[src/rtl/wf68k_30l_top.sv]
// Minimal 68030-style bus master. It runs an asynchronous bus cycle
// (S1 address, S2 strobes and waits, recovery) and executes a small
// subset of instructions: NOP, MOVEQ, MOVE #imm/Dn to (xxx).L and BRA.
module wf68k_30l_top #(
  parameter int unsigned NO_PIPELINE = 0,
  parameter int unsigned NO_LOOP     = 0
) (
  input  logic        CLK,
  input  logic        RESET_IN,
  output logic [31:0] ADR_OUT,
  input  logic [31:0] DATA_IN,
  output logic [31:0] DATA_OUT,
  output logic        DATA_EN,
  output logic        BUS_EN,
  input  logic        BERRn,
  input  logic        HALT_INn,
  output logic        HALT_OUTn,
  output logic        RESET_OUT,
  output logic [2:0]  FC_OUT,
  input  logic        AVECn,
  input  logic [2:0]  IPLn,
  output logic        IPENDn,
  input  logic [1:0]  DSACKn,
  input  logic        STERMn,
  output logic [1:0]  SIZE,
  output logic        ASn,
  output logic        DSn,
  output logic        ECSn,
  output logic        OCSn,
  output logic        DBENn,
  output logic        RWn,
  output logic        RMCn,
  output logic        STATUSn,
  output logic        REFILLn,
  input  logic        BRn,
  output logic        BGn,
  input  logic        BGACKn
);

  typedef enum logic [2:0] {BusIdle, BusS1, BusS2, BusRec, BusGrant} bus_st_e;
  typedef enum logic [2:0] {CtlVecSp, CtlVecPc, CtlOp, CtlExt, CtlWrite, CtlHalt} ctl_st_e;

  localparam logic [1:0] SzByte = 2'b01;
  localparam logic [1:0] SzWord = 2'b10;
  localparam logic [1:0] SzLong = 2'b00;
  localparam logic [2:0] FcProg = 3'b110;
  localparam logic [2:0] FcData = 3'b101;

  bus_st_e     bus_st_q, bus_st_d;
  ctl_st_e     ctl_st_q, ctl_st_d;
  logic [31:0] adr_q, adr_d;
  logic [1:0]  size_q, size_d;
  logic        rw_q, rw_d;
  logic [2:0]  fc_q, fc_d;
  logic [31:0] dout_q, dout_d;
  logic [31:0] pc_q, pc_d;
  logic [31:0] a7_q, a7_d;
  logic [31:0] d_q [8];
  logic [31:0] d_d [8];
  logic [15:0] op_q, op_d;
  logic [47:0] ext_q, ext_d;
  logic [2:0]  ext_left_q, ext_left_d;
  logic [31:0] ea_q, ea_d;
  logic [31:0] val_q, val_d;

  logic        term;
  logic        idle_ack;
  logic [31:0] rd_val;
  logic [15:0] w;
  logic [63:0] nb;
  logic [31:0] req_adr;
  logic [1:0]  req_size;
  logic        req_rw;
  logic [2:0]  req_fc;
  logic [31:0] req_data;
  logic        req_aerr;
  logic [1:0]  mv_size;

  function automatic logic is_move(input logic [15:0] op);
    return (op[15:14] == 2'b00) && (op[13:12] != 2'b00) && (op[11:6] == 6'b001111) &&
           ((op[5:0] == 6'b111100) || (op[5:3] == 3'b000));
  endfunction

  // Every acknowledge is treated as a 32-bit port.
  assign term     = (DSACKn != 2'b11) || !STERMn;
  assign idle_ack = (DSACKn == 2'b11) && STERMn;
  assign w        = rd_val[15:0];
  // Extension words shift in from the right; the newest word is the low half.
  assign nb       = {ext_q, w};
  assign mv_size  = (op_q[13:12] == 2'b01) ? SzByte :
                    (op_q[13:12] == 2'b11) ? SzWord : SzLong;

  // Read lane select for the latched address and size.
  always_comb begin
    rd_val = DATA_IN;
    if (size_q == SzByte) begin
      unique case (adr_q[1:0])
        2'b00:   rd_val = {24'h0, DATA_IN[31:24]};
        2'b01:   rd_val = {24'h0, DATA_IN[23:16]};
        2'b10:   rd_val = {24'h0, DATA_IN[15:8]};
        default: rd_val = {24'h0, DATA_IN[7:0]};
      endcase
    end else if (size_q == SzWord) begin
      rd_val = adr_q[1] ? {16'h0, DATA_IN[15:0]} : {16'h0, DATA_IN[31:16]};
    end
  end

  // Parameters of the next bus cycle the control sequencer wants.
  always_comb begin
    req_adr  = pc_q;
    req_size = SzWord;
    req_rw   = 1'b1;
    req_fc   = FcProg;
    req_data = '0;
    unique case (ctl_st_q)
      CtlVecSp: begin req_adr = 32'h0; req_size = SzLong; req_fc = FcData; end
      CtlVecPc: begin req_adr = 32'h4; req_size = SzLong; req_fc = FcData; end
      CtlWrite: begin
        req_adr  = ea_q;
        req_size = mv_size;
        req_rw   = 1'b0;
        req_fc   = FcData;
        unique case (mv_size)
          SzByte:  req_data = {4{val_q[7:0]}};
          SzWord:  req_data = {2{val_q[15:0]}};
          default: req_data = val_q;
        endcase
      end
      default: ;
    endcase
    req_aerr = ((req_size == SzWord) && req_adr[0]) ||
               ((req_size == SzLong) && (req_adr[1:0] != 2'b00));
  end

  // Next state for the bus cycle and the instruction sequencer.
  always_comb begin
    bus_st_d   = bus_st_q;
    ctl_st_d   = ctl_st_q;
    adr_d      = adr_q;
    size_d     = size_q;
    rw_d       = rw_q;
    fc_d       = fc_q;
    dout_d     = dout_q;
    pc_d       = pc_q;
    a7_d       = a7_q;
    d_d        = d_q;
    op_d       = op_q;
    ext_d      = ext_q;
    ext_left_d = ext_left_q;
    ea_d       = ea_q;
    val_d      = val_q;
    unique case (bus_st_q)
      BusIdle: begin
        if (!BRn) begin
          bus_st_d = BusGrant;
        end else if ((ctl_st_q != CtlHalt) && HALT_INn) begin
          if (req_aerr) begin
            ctl_st_d = CtlHalt;
          end else begin
            bus_st_d = BusS1;
            adr_d    = req_adr;
            size_d   = req_size;
            rw_d     = req_rw;
            fc_d     = req_fc;
            dout_d   = req_data;
          end
        end
      end
      BusS1: bus_st_d = BusS2;
      BusS2: begin
        if (term) begin
          bus_st_d = BusRec;
          if (!BERRn) begin
            ctl_st_d = CtlHalt;
          end else begin
            case (ctl_st_q)
              CtlVecSp: begin a7_d = rd_val; ctl_st_d = CtlVecPc; end
              CtlVecPc: begin pc_d = rd_val; ctl_st_d = CtlOp; end
              CtlOp: begin
                pc_d = pc_q + 32'd2;
                op_d = w;
                if (w == 16'h4E71) begin
                  ctl_st_d = CtlOp;
                end else if ((w[15:12] == 4'h7) && !w[8]) begin
                  d_d[w[11:9]] = {{24{w[7]}}, w[7:0]};
                end else if (w[15:8] == 8'h60) begin
                  if (w[7:0] == 8'h00) begin
                    ext_left_d = 3'd1;
                    ctl_st_d   = CtlExt;
                  end else begin
                    pc_d = pc_q + 32'd2 + {{24{w[7]}}, w[7:0]};
                  end
                end else if (is_move(w)) begin
                  ext_left_d = (w[5:3] == 3'b000) ? 3'd2 : (w[13:12] == 2'b10) ? 3'd4 : 3'd3;
                  ctl_st_d   = CtlExt;
                end else begin
                  ctl_st_d = CtlHalt;
                end
              end
              CtlExt: begin
                pc_d       = pc_q + 32'd2;
                ext_d      = nb[47:0];
                ext_left_d = ext_left_q - 3'd1;
                if (ext_left_q == 3'd1) begin
                  if (op_q[15:8] == 8'h60) begin
                    // pc_q is the extension word address, i.e. opcode address + 2.
                    pc_d     = pc_q + {{16{w[15]}}, w};
                    ctl_st_d = CtlOp;
                  end else begin
                    ea_d = nb[31:0];
                    if (op_q[5:3] == 3'b000) val_d = d_q[op_q[2:0]];
                    else if (op_q[13:12] == 2'b10) val_d = nb[63:32];
                    else val_d = {16'h0, nb[47:32]};
                    ctl_st_d = CtlWrite;
                  end
                end
              end
              CtlWrite: ctl_st_d = CtlOp;
              default: ;
            endcase
          end
        end
      end
      // Wait for the slave to withdraw its acknowledge before idling.
      BusRec:   if (idle_ack) bus_st_d = BusIdle;
      BusGrant: if (BRn && BGACKn) bus_st_d = BusIdle;
      default:  bus_st_d = BusIdle;
    endcase
  end

  // State registers with synchronous reset.
  always_ff @(posedge CLK) begin
    if (RESET_IN) begin
      bus_st_q   <= BusIdle;
      ctl_st_q   <= CtlVecSp;
      adr_q      <= '0;
      size_q     <= SzLong;
      rw_q       <= 1'b1;
      fc_q       <= FcData;
      dout_q     <= '0;
      pc_q       <= '0;
      a7_q       <= '0;
      for (int i = 0; i < 8; i++) d_q[i] <= '0;
      op_q       <= '0;
      ext_q      <= '0;
      ext_left_q <= '0;
      ea_q       <= '0;
      val_q      <= '0;
    end else begin
      bus_st_q   <= bus_st_d;
      ctl_st_q   <= ctl_st_d;
      adr_q      <= adr_d;
      size_q     <= size_d;
      rw_q       <= rw_d;
      fc_q       <= fc_d;
      dout_q     <= dout_d;
      pc_q       <= pc_d;
      a7_q       <= a7_d;
      d_q        <= d_d;
      op_q       <= op_d;
      ext_q      <= ext_d;
      ext_left_q <= ext_left_d;
      ea_q       <= ea_d;
      val_q      <= val_d;
    end
  end

  // Bus outputs; reset forces them idle at once so a cycle aborts immediately.
  always_comb begin
    ASn       = 1'b1;
    DSn       = 1'b1;
    DBENn     = 1'b1;
    ECSn      = 1'b1;
    OCSn      = 1'b1;
    DATA_EN   = 1'b0;
    ADR_OUT   = '0;
    DATA_OUT  = '0;
    SIZE      = SzLong;
    RWn       = 1'b1;
    FC_OUT    = FcData;
    BGn       = 1'b1;
    BUS_EN    = 1'b1;
    HALT_OUTn = 1'b1;
    if (!RESET_IN) begin
      ECSn      = (bus_st_q != BusS1);
      OCSn      = (bus_st_q != BusS1);
      ASn       = (bus_st_q != BusS2);
      DSn       = (bus_st_q != BusS2);
      DBENn     = (bus_st_q != BusS2);
      DATA_EN   = (bus_st_q == BusS2) && !rw_q;
      ADR_OUT   = adr_q;
      DATA_OUT  = dout_q;
      SIZE      = size_q;
      RWn       = rw_q;
      FC_OUT    = fc_q;
      BGn       = (bus_st_q != BusGrant);
      BUS_EN    = (bus_st_q != BusGrant);
      HALT_OUTn = (ctl_st_q != CtlHalt);
    end
  end

  assign IPENDn    = (IPLn == 3'b111);
  assign RESET_OUT = 1'b0;
  assign RMCn      = 1'b1;
  assign STATUSn   = 1'b1;
  assign REFILLn   = 1'b1;

  // A7, autovector input and the mode parameters have no effect on behaviour.
  logic unused_sig;
  assign unused_sig = ^{AVECn, a7_q, op_q, NO_PIPELINE != 0, NO_LOOP != 0};

endmodule

[config.mk]
export PLATFORM = sky130hd
export DESIGN_NAME = wf68k_30l_top
export DESIGN_NICKNAME = d
export VERILOG_FILES = /design/src/rtl/wf68k_30l_top.sv
export SDC_FILE = /design/constraint.sdc
export NUM_CORES = 1
export LEC_CHECK = 0
export BUFFER_PORTS_ARGS = -buffer_cell sky130_fd_sc_hd__buf_2
export CORE_ASPECT_RATIO = 1.75
export CORE_UTILIZATION = 42
export CTS_CLUSTER_SIZE = 12
export DETAILED_ROUTE_END_ITERATION = 10
export PLACE_DENSITY_LB_ADDON = 0.3
export SLEW_MARGIN = 20
export SYNTH_ARGS = -nofsm -noshare
export SYNTH_HDL_FRONTEND = slang
export SYNTH_SLANG_ARGS = --single-unit
export TNS_END_PERCENT = 1
[constraint.sdc]
create_clock -name CLK -period 11.6 [get_ports CLK]
set_input_delay 1.74 -clock CLK [delete_from_list [all_inputs] [get_ports CLK]]
set_output_delay 1.74 -clock CLK [all_outputs]
set_load 0.1 [all_outputs]
# --- Word-level counts from Yosys, hierarchy flattened ---
# Cells that the tools add are included.
totals:
  out_inout_bits: 84
  reg_bits: 495
  input_bits: 45
  wordCells: 190
classes:
  n_mux: 66
  reduce_logical: 42
  order_cmp: 3
  add_sub_neg: 4
  bitwise: 5
  eq_ne: 49
op_table:
  columns: ["cell", "n"]
  rows:
  - ["2-to-1 mux 32 bit", 16]
  - ["bitwise mux 256 bit", 1]
  - ["case mux 32 bit (3 select lines)", 2]
  - ["binary-select mux 32 bit (select 3 bit)", 1]
  - ["demux 32 bit (select 3 bit)", 1]
  - ["2-to-1 mux 3 bit", 26]
  - ["adder 32 bit", 2]
  - ["case mux 32 bit (2 select lines)", 1]
  - ["adder 32 x 2 -> 32 bit (second input constant)", 1]
  - ["case mux 8 bit (3 select lines)", 1]
  - ["!= test 2 bit (second input constant)", 9]
  - ["!= test 3 bit (second input constant)", 6]
  - ["== test 16 x 15 -> 1 bit (second input constant)", 1]
  - ["== test 2 bit (second input constant)", 8]
  - ["== test 8 x 7 -> 1 bit (second input constant)", 2]
  - ["2-to-1 mux 16 bit", 1]
  - ["AND reduction 4 bit", 4]
  - ["case mux 3 bit (5 select lines)", 1]
  - ["== test 3 x 2 -> 1 bit (second input constant)", 4]
  - ["logical NOT 3 bit", 4]
  - ["case mux 3 bit (2 select lines)", 2]
  - ["case mux 3 bit (4 select lines)", 1]
  - ["AND reduction 6 bit", 2]
  - ["logical AND 1 bit", 11]
  - ["other kinds (31)", 61]

# --- Logic depth before layout (Yosys ltp) ---
# Gate-level depths: netlist of run 1.
depth:
  depth_word: 15
  ltp_mapped: 23
  mapped_depth_nobuf: 17

# --- Worst setup path after synthesis of run 1 ---
# Ideal clock, no wire load.
synth_path:
  path_type: "input port to output port"
  from: "in RESET_IN"
  to: "out DATA_EN"
  required_ns: 9.860
  stages: 5
  path_buffers: 3
  arrival_time_ns: 5.732
  slack_ns: 4.128
  path_cell_list: "clkbuf_1 clkbuf_1 clkbuf_1 or2_2 nor4_1"
synth_between:
  elab_chain_len: 1
synth_lines:
  columns: ["element", "line", "source"]
  rows:
  - ["start: declaration", "9", "input logic RESET_IN,"]
  - ["2-to-1 mux 1 bit", "284", "if (!RESET_IN) begin"]
  - ["end: declaration", "13", "output logic DATA_EN,"]
# Every way passes these cells.

# --- Worst setup path in the final report of run 1 ---
layout_path:
  from: "in RESET_IN"
  to: "out HALT_OUTn"
layout_between:
  elab_chain_len: 1
layout_lines:
  columns: ["element", "line", "source"]
  rows:
  - ["2-to-1 mux 1 bit", "284", null]
  - ["end: declaration", "17", "output logic HALT_OUTn,"]
# Every way passes these cells.

==> summary.md, run 1 <==
| Metric | Value |
|---|---|
| Status | `completed` |
| Storage element area | `6010 um^2` |
| Avg WL per Cell | `20.7 um` |
| Pins Over Slew Limit | `0` |
| Lkg Pwr | `7.86 nW` |
| Fin crit share | `52.7%` |
| Routed vias/inst | `5.96` |
| Sw frac | `29.5%` |
| Main synth FF type | `dfxtp_1` |
| Global-route wire length before repair | `93.6 mm` |
| Synth Area in XOR/XNOR | `3.47%` |
| Cell breakdown of the critical path | `buf_8 > buf_4 > buf_4 > or3_1 > buf_2` |
| Number of routed nets with antenna violations | `0` |
| PnR worst setup slack | `5.49 ns` |
| Clock root buffer master | `clkbuf_16` |
| H-tree lvl count | `1` |
| VDD IR max | `0.000110 V` |
| Worst Hold Class | `flop to flop` |
| Die Wd | `160 um` |
| Combinational power share | `15.8%` |
| Starting Density | `42.5%` |
| Most frequent cell after synthesis | `dfxtp_1` |
| Clock Latency Late Sink | `0.58 ns` |
| Area share of the largest cell type after synthesis | `32.6%` |
| Total wire length | `60.4 mm` |
| WHS Endpoint | `val_q[16]` |
| Delay-heaviest family, CP | `buffers and inverters` |
| PwrDens | `114 nW/um^2` |
| TritonCTS Buffers | `30` |
| Post-synthesis compound-gate area fraction | `23.6%` |
| Drt initial violations | `1342` |
| Endpoints failing setup | `0` |
| GPL Wtd Cong | `0.923` |
| Core area | `43300 um^2` |
| CP Depth | `5` |
| Postcts setup bufs | `0` |
| Initial antenna violation count | `0` |
| Critical path class | `primary input to primary output` |
| Post-CTS resize count | `0` |
| Post-synth top area cell | `dfxtp_1` |
| Nets@finish | `2460` |
| Mux cell area share after synthesis | `7.07%` |
| Total negative slack | `0 ns` |
| Actual slew at the worst max-slew pin | `1.14 ns` |
| CP required | `9.86 ns` |
| GRT Util Overall | `26.6%` |
| Ports | `129` |
| Syn. warnings | `0` |
| Synth async-reset ratio | `0%` |
| Switching power | `0.679 mW` |
| Drt pass-1 iters | `6` |
| Max FO, Critical Path | `130` |
| Simple-gate area share of the yosys netlist | `23.5%` |
| Area of the multi-input gates | `11500 um^2` |
| Cell mode on critical path | `buf_4` |
| Seq pwr share | `45.7%` |
| Max_cap viols | `0` |
| Hold Path Depth | `2` |
| Yosys reg bits | `300` |
| Largest net degree at the start of global routing | `131` |
| Unique masters post-synth | `95` |
| Die H | `279 um` |
| Max incr delay on CP | `0.72 ns` |
| F_max | `164 MHz` |
| Post-Synthesis Cells | `2333` |
| Hold Buf Count CTS | `0` |
| Unrepaired setup endpoints after global routing | `false` |
| Synth area leaders | `dfxtp_1, nor2_1, nand2_1` |
| Final Critical Period | `6.11 ns` |
| Post-synth EDFFs | `0` |
| FF-to-FF End | `pc_q[28]` |
| Largest family of logic cells by synthesized area | `compound AO/OA/AOI/OAI gates` |
| P_int | `1.62 mW` |
| Pre-CTS setup slack | `4.97 ns` |
| Vias in the first global route | `16800` |
| IO buf count | `122` |
| Die area | `44700 um^2` |
| Layout cells sized above 1 | `11.9%` |
| Clock share of power | `38.5%` |
| Synth Area per Inst | `7.89 um^2` |
| HPWL after DPL | `43.4 mm` |
| Adder-cell share of the synthesized area | `4.53%` |
| CP Buf/Inv Count | `4` |
| Slew HR | `23.8%` |
| CTS tree | `done` |
| R2r worst-path depth | `18` |
| Routed via count | `17500` |
| Overall Power | `2.30 mW` |
| Clock Path Buffers | `3` |
| Reg2reg start | `size_q[0]` |
| Most frequent cells after synthesis | `dfxtp_1, nor2_1, nand2_1` |
| CP Launch Type | `primary input` |
| # DRC | `0` |
| CTS sink cnt | `300` |
| Final Hold Fails | `0` |
| Arr. time, crit path | `4.37 ns` |
| Rows | `101` |
| Total grt overflow | `0` |
| Hold_sp | `ext_q[32]` |
| Sequential element share of the synthesized area | `32.6%` |
| Worst-path clk slew | `0.06 ns` |
| Clk_skew | `0.0174 ns` |
| Reg2reg setup slack | `5.76 ns` |
| Critical path's slowest cell | `buf_4` |
| Area Growth Syn to Fin | `9.83%` |
| Netlist Area Pre-Place | `18400 um^2` |
| Fillers | `4294` |
| Worst setup EP type | `primary output` |
## cell families after synthesis
| group | count (synthesis) |
|---|---|
| DFF | 300 |
| and+or+nand+nor | 931 |
| buffers and inverters | 231 |
| other | 2 |
| AOI/OAI and AO/OA | 622 |
| xor gates and xnor gates | 72 |
| muxes | 109 |
| adders and majority gates | 66 |
## cell type report
type | count | area share (%)
Multi-Input combinational cell | 1805 | 57.1
Sequential cell | 300 | 29.7
Timing Repair Buffer | 165 | 4.67
Clock buffer | 35 | 3.90
Tap cell | 566 | 3.50
Inverter | 50 | 0.941
Clock inverter | 5 | 0.210
Antenna cell | 1 | 0.0124
## state kept, by name, indices dropped and copies added (netlist names), 3 cells and up
name	flops
d_q	64
dout_q	32
ext_q	48
bus_st_q	3
ea_q	32
pc_q	32
ext_left_q	3
val_q	32
ctl_st_q	3
op_q	14
adr_q	32
## worst reg2reg max path, cell delays in order (launching register included)
cell	delay, ns
dfxtp_1	0.62
or3b_1	0.67
o21a_1	0.25
a221oi_2	0.26
buf_4	0.35
ha_1	0.31
inv_1	0.07
fa_1	0.38
nor2b_1	0.17
o21a_1	0.18
o21a_1	0.17
o21ai_0	0.20
a211oi_1	0.81
o211ai_1	0.27
a21bo_2	0.27
a21boi_0	0.22
mux2i_1	0.25
o2111ai_1	0.13
and3_1	0.18
## placed cells by master (no fill, tap or decap), types with 9 or more instances in the layout
| master | instances |
|---|---|
| a311oi_1 | 11 |
| a221o_1 | 15 |
| xor2_1 | 22 |
| buf_2 | 121 |
| mux2i_1 | 85 |
| nor2_1 | 289 |
| dfxtp_1 | 300 |
| nand4_1 | 10 |
| a21oi_1 | 163 |
| nand3_1 | 45 |
| nor3_1 | 62 |
| a221oi_1 | 27 |
| nand2_1 | 289 |
| nand2b_1 | 38 |
| a2111oi_0 | 13 |
| a211oi_1 | 98 |
| or3_1 | 13 |
| and3_1 | 35 |
| nor4_1 | 9 |
| clkbuf_16 | 30 |
| nor2b_1 | 81 |
| mux4_2 | 16 |
| o31ai_1 | 22 |
| o22ai_1 | 10 |
| buf_4 | 42 |
| o211ai_1 | 21 |
| o21ai_0 | 59 |
| xnor2_1 | 49 |
| inv_1 | 47 |
| a31oi_1 | 17 |
| o21a_1 | 20 |
| a21o_1 | 50 |
| ha_1 | 61 |
| and2_1 | 13 |
## worst max-delay path by stage
stage,startpoint,endpoint,slack [ns]
floorplan,RESET_IN,DATA_EN,4.13
global placement,DATA_IN[18],pc_q[28],5.07
detailed placement,DATA_IN[18],pc_q[28],4.97
CTS,RESET_IN,HALT_OUTn,5.50
global route,DATA_IN[18],pc_q[20],5.13
finish,RESET_IN,HALT_OUTn,5.49
## per-stage QoR
step,hold WS [ns],utilization [%],area (um^2),instances
final,0.448,46.6,20200,2927
after global routing,0.466,46.6,20200,2926
after CTS,0.444,46.6,20200,2925
after detailed placement,0.442,44.7,19400,2885
after global placement,0.438,44.7,19400,2885
after floorplan,0.428,-,18400,2336
## power groups by stage
stage                     Clock [mW]  Sequential [mW]  Combinational [mW]
after floorplan                    0             1.07               0.265
after global placement             0             1.07               0.352
after detailed placement           0             1.07               0.357
after CTS                      0.898             1.05               0.358
after global routing           0.935             1.05               0.388
final                          0.885             1.05               0.363
## per-layer routing
| metal | up-vias | wire (um) | share of wire [%] | track usage [%] |
|---|---|---|---|---|
| li1 | 8380 | - | - | - |
| met1 | 8289 | 23400 | 39 | 29.9 |
| met2 | 621 | 30600 | 51 | 48.2 |
| met3 | 165 | 3100 | 5.1 | 2.57 |
| met4 | 0 | 3260 | 5.4 | 15.6 |
| met5 | - | 0 | 0 | 0 |
(Power assumes the default switching activity.)
==> run 2: changes to the inputs <==
==> constraint.sdc (replaced) <==
create_clock -name CLK -period 5.9 [get_ports CLK]
set_input_delay 0.885 -clock CLK [delete_from_list [all_inputs] [get_ports CLK]]
set_output_delay 0.885 -clock CLK [all_outputs]
set_load 0.1 [all_outputs]
==> summary.md, run 2 (synthesis results as in run 1) <==
| Metric | Value |
|---|---|
| Fin crit share | `86.1%` |
| Final Hold Fails | `0` |
| PwrDens | `227 nW/um^2` |
| Routed via count | `17600` |
| GR met3 Demand/Resource | `2.99%` |
| F_max | `197 MHz` |
| Biggest register | `d_q` |
| Final Critical Period | `5.08 ns` |
| Gr busiest metal | `met2` |
| Core area | `43300 um^2` |
| Status | `completed` |
| Pins Over Slew Limit | `0` |
| Diodes inserted | `0` |
| Total wire length | `61.4 mm` |
| Most frequent cells in the layout | `dfxtp_1, nand2_1, nor2_1` |
| Total negative slack | `0 ns` |
| Ports | `129` |
| Post-Place Cells | `2907` |
| Area of the multi-input gates | `11500 um^2` |
| Initial antenna violation count | `1` |
| Max FO, Critical Path | `14` |
| GR Util met2 | `48.3%` |
| Avg WL per Cell | `20.8 um` |
| Global-route wire length before repair | `95.2 mm` |
| Arr. time, crit path | `5.56 ns` |
| Clock Latency Late Sink | `0.58 ns` |
| GPL Wtd Cong | `0.930` |
| Total grt overflow | `0` |
| Endpoints failing setup | `0` |
| Clock Path Buffers | `3` |
| Finished Layout Cells | `2948` |
| Rows | `101` |
| Die area | `44700 um^2` |
| Area Growth Syn to Fin | `11.1%` |
| Critical path class | `flop to flop` |
| Worst-path clk slew | `0.07 ns` |
| Max_cap viols | `0` |
| H-tree lvl count | `1` |
| Hold WS | `0.452 ns` |
| Worst Hold Class | `flop to flop` |
| Clk_skew | `0.0389 ns` |
| Max reg flops | `64` |
| Vias in the first global route | `16900` |
| TritonCTS Buffers | `30` |
| CP Launch Type | `flop` |
| Actual slew at the worst max-slew pin | `1.18 ns` |
| # DRC | `0` |
| VDD IR max | `0.000259 V` |
| Drt initial violations | `1302` |
| Hold Buf Count CTS | `0` |
| GRT met1 Usage | `30.5%` |
| Largest net degree at the start of global routing | `142` |
| Lkg Pwr | `8.00 nW` |
| HPWL after DPL | `45.5 mm` |
| Largest regs | `d_q x64, ext_q x48` |
| Number of routed nets with antenna violations | `0` |
| Fillers | `4319` |
| Layout cells sized above 1 | `12.8%` |
| CP required | `6.38 ns` |
| Unrepaired setup endpoints after global routing | `false` |
| Clock root buffer master | `clkbuf_16` |
| CTS sink cnt | `300` |
| Post-CTS resize count | `0` |
| Postcts setup bufs | `0` |
| Routed vias/inst | `5.95` |
| Worst setup EP type | `flop` |
| Storage element area | `6010 um^2` |
| Starting Density | `42.5%` |
| Die H | `279 um` |
| IO buf count | `122` |
| Drt pass-1 iters | `5` |
| Commonest non-fill, non-tap cell in the layout | `dfxtp_1` |
| Slew HR | `21.5%` |
| Nets@finish | `2481` |
| Overall Power | `4.64 mW` |
| CTS tree | `done` |
| GRT Util Overall | `27.0%` |
| Die Wd | `160 um` |
-- run 2: final timing paths --
path	start	end	slack, ns	cells after the start
max reg2reg	size_q[0]	pc_q[25]	0.82	18
max	size_q[0]	pc_q[25]	0.82	18
min	ea_q[7]	ea_q[7]	0.45	2
min reg2reg	ea_q[7]	ea_q[7]	0.45	2
-- run 2: per-layer routing --
| metal | vias up | share of wire [%] | wire [um] |
|---|---|---|---|
| met1 | 8305 | 38 | 23500 |
| met3 | 197 | 5.3 | 3250 |
| met5 | - | 0 | 0 |
| met2 | 624 | 50 | 30600 |
| met4 | 0 | 6.4 | 3950 |
| li1 | 8425 | - | - |
-- run 2: through the flow --
stage                     setup slack, ns  util [%]  cell area [um^2]
final                               0.819      47.2             20500
after CTS                           0.916      47.2             20400
after floorplan                     0.138         -             18400
after detailed placement            0.929      45.1             19500
after global placement              0.950      45.1             19500
after global routing                0.587      47.2             20500
-- run 2: report_power, final --
part           leakage [nW]  switching, mW  total (mW)  internal, mW
sequential             2.42         0.0201        2.06          2.04
clock                 0.437          0.808        1.86          1.05
combinational          5.14          0.514       0.721         0.207
total                  8.00           1.34        4.64          3.30
-- run 2: layout make-up --
class	instances	area share, %
inverter	50	0.930
multi-input combinational	1805	56.5
clock buffer	37	3.99
tap	566	3.46
sequential	300	29.4
clock inverter	4	0.410
timing repair buffer	186	5.38
-- run 2: critical path, cell delays in order (launching register included) --
cell and delay, ns:
dfxtp_1 0.44, or3b_1 0.58, o21a_1 0.25, a221oi_2 0.39, buf_4 0.29, ha_1 0.17, nor2b_1 0.05, o21ai_0 0.21
a21boi_0 0.23, o311ai_0 0.51, buf_4 0.21, a31oi_1 0.07, buf_4 0.18, a21oi_1 0.23, xor2_1 0.24, o21ai_0 0.12
a221oi_1 0.48, o32ai_1 0.14, o21bai_1 0.18
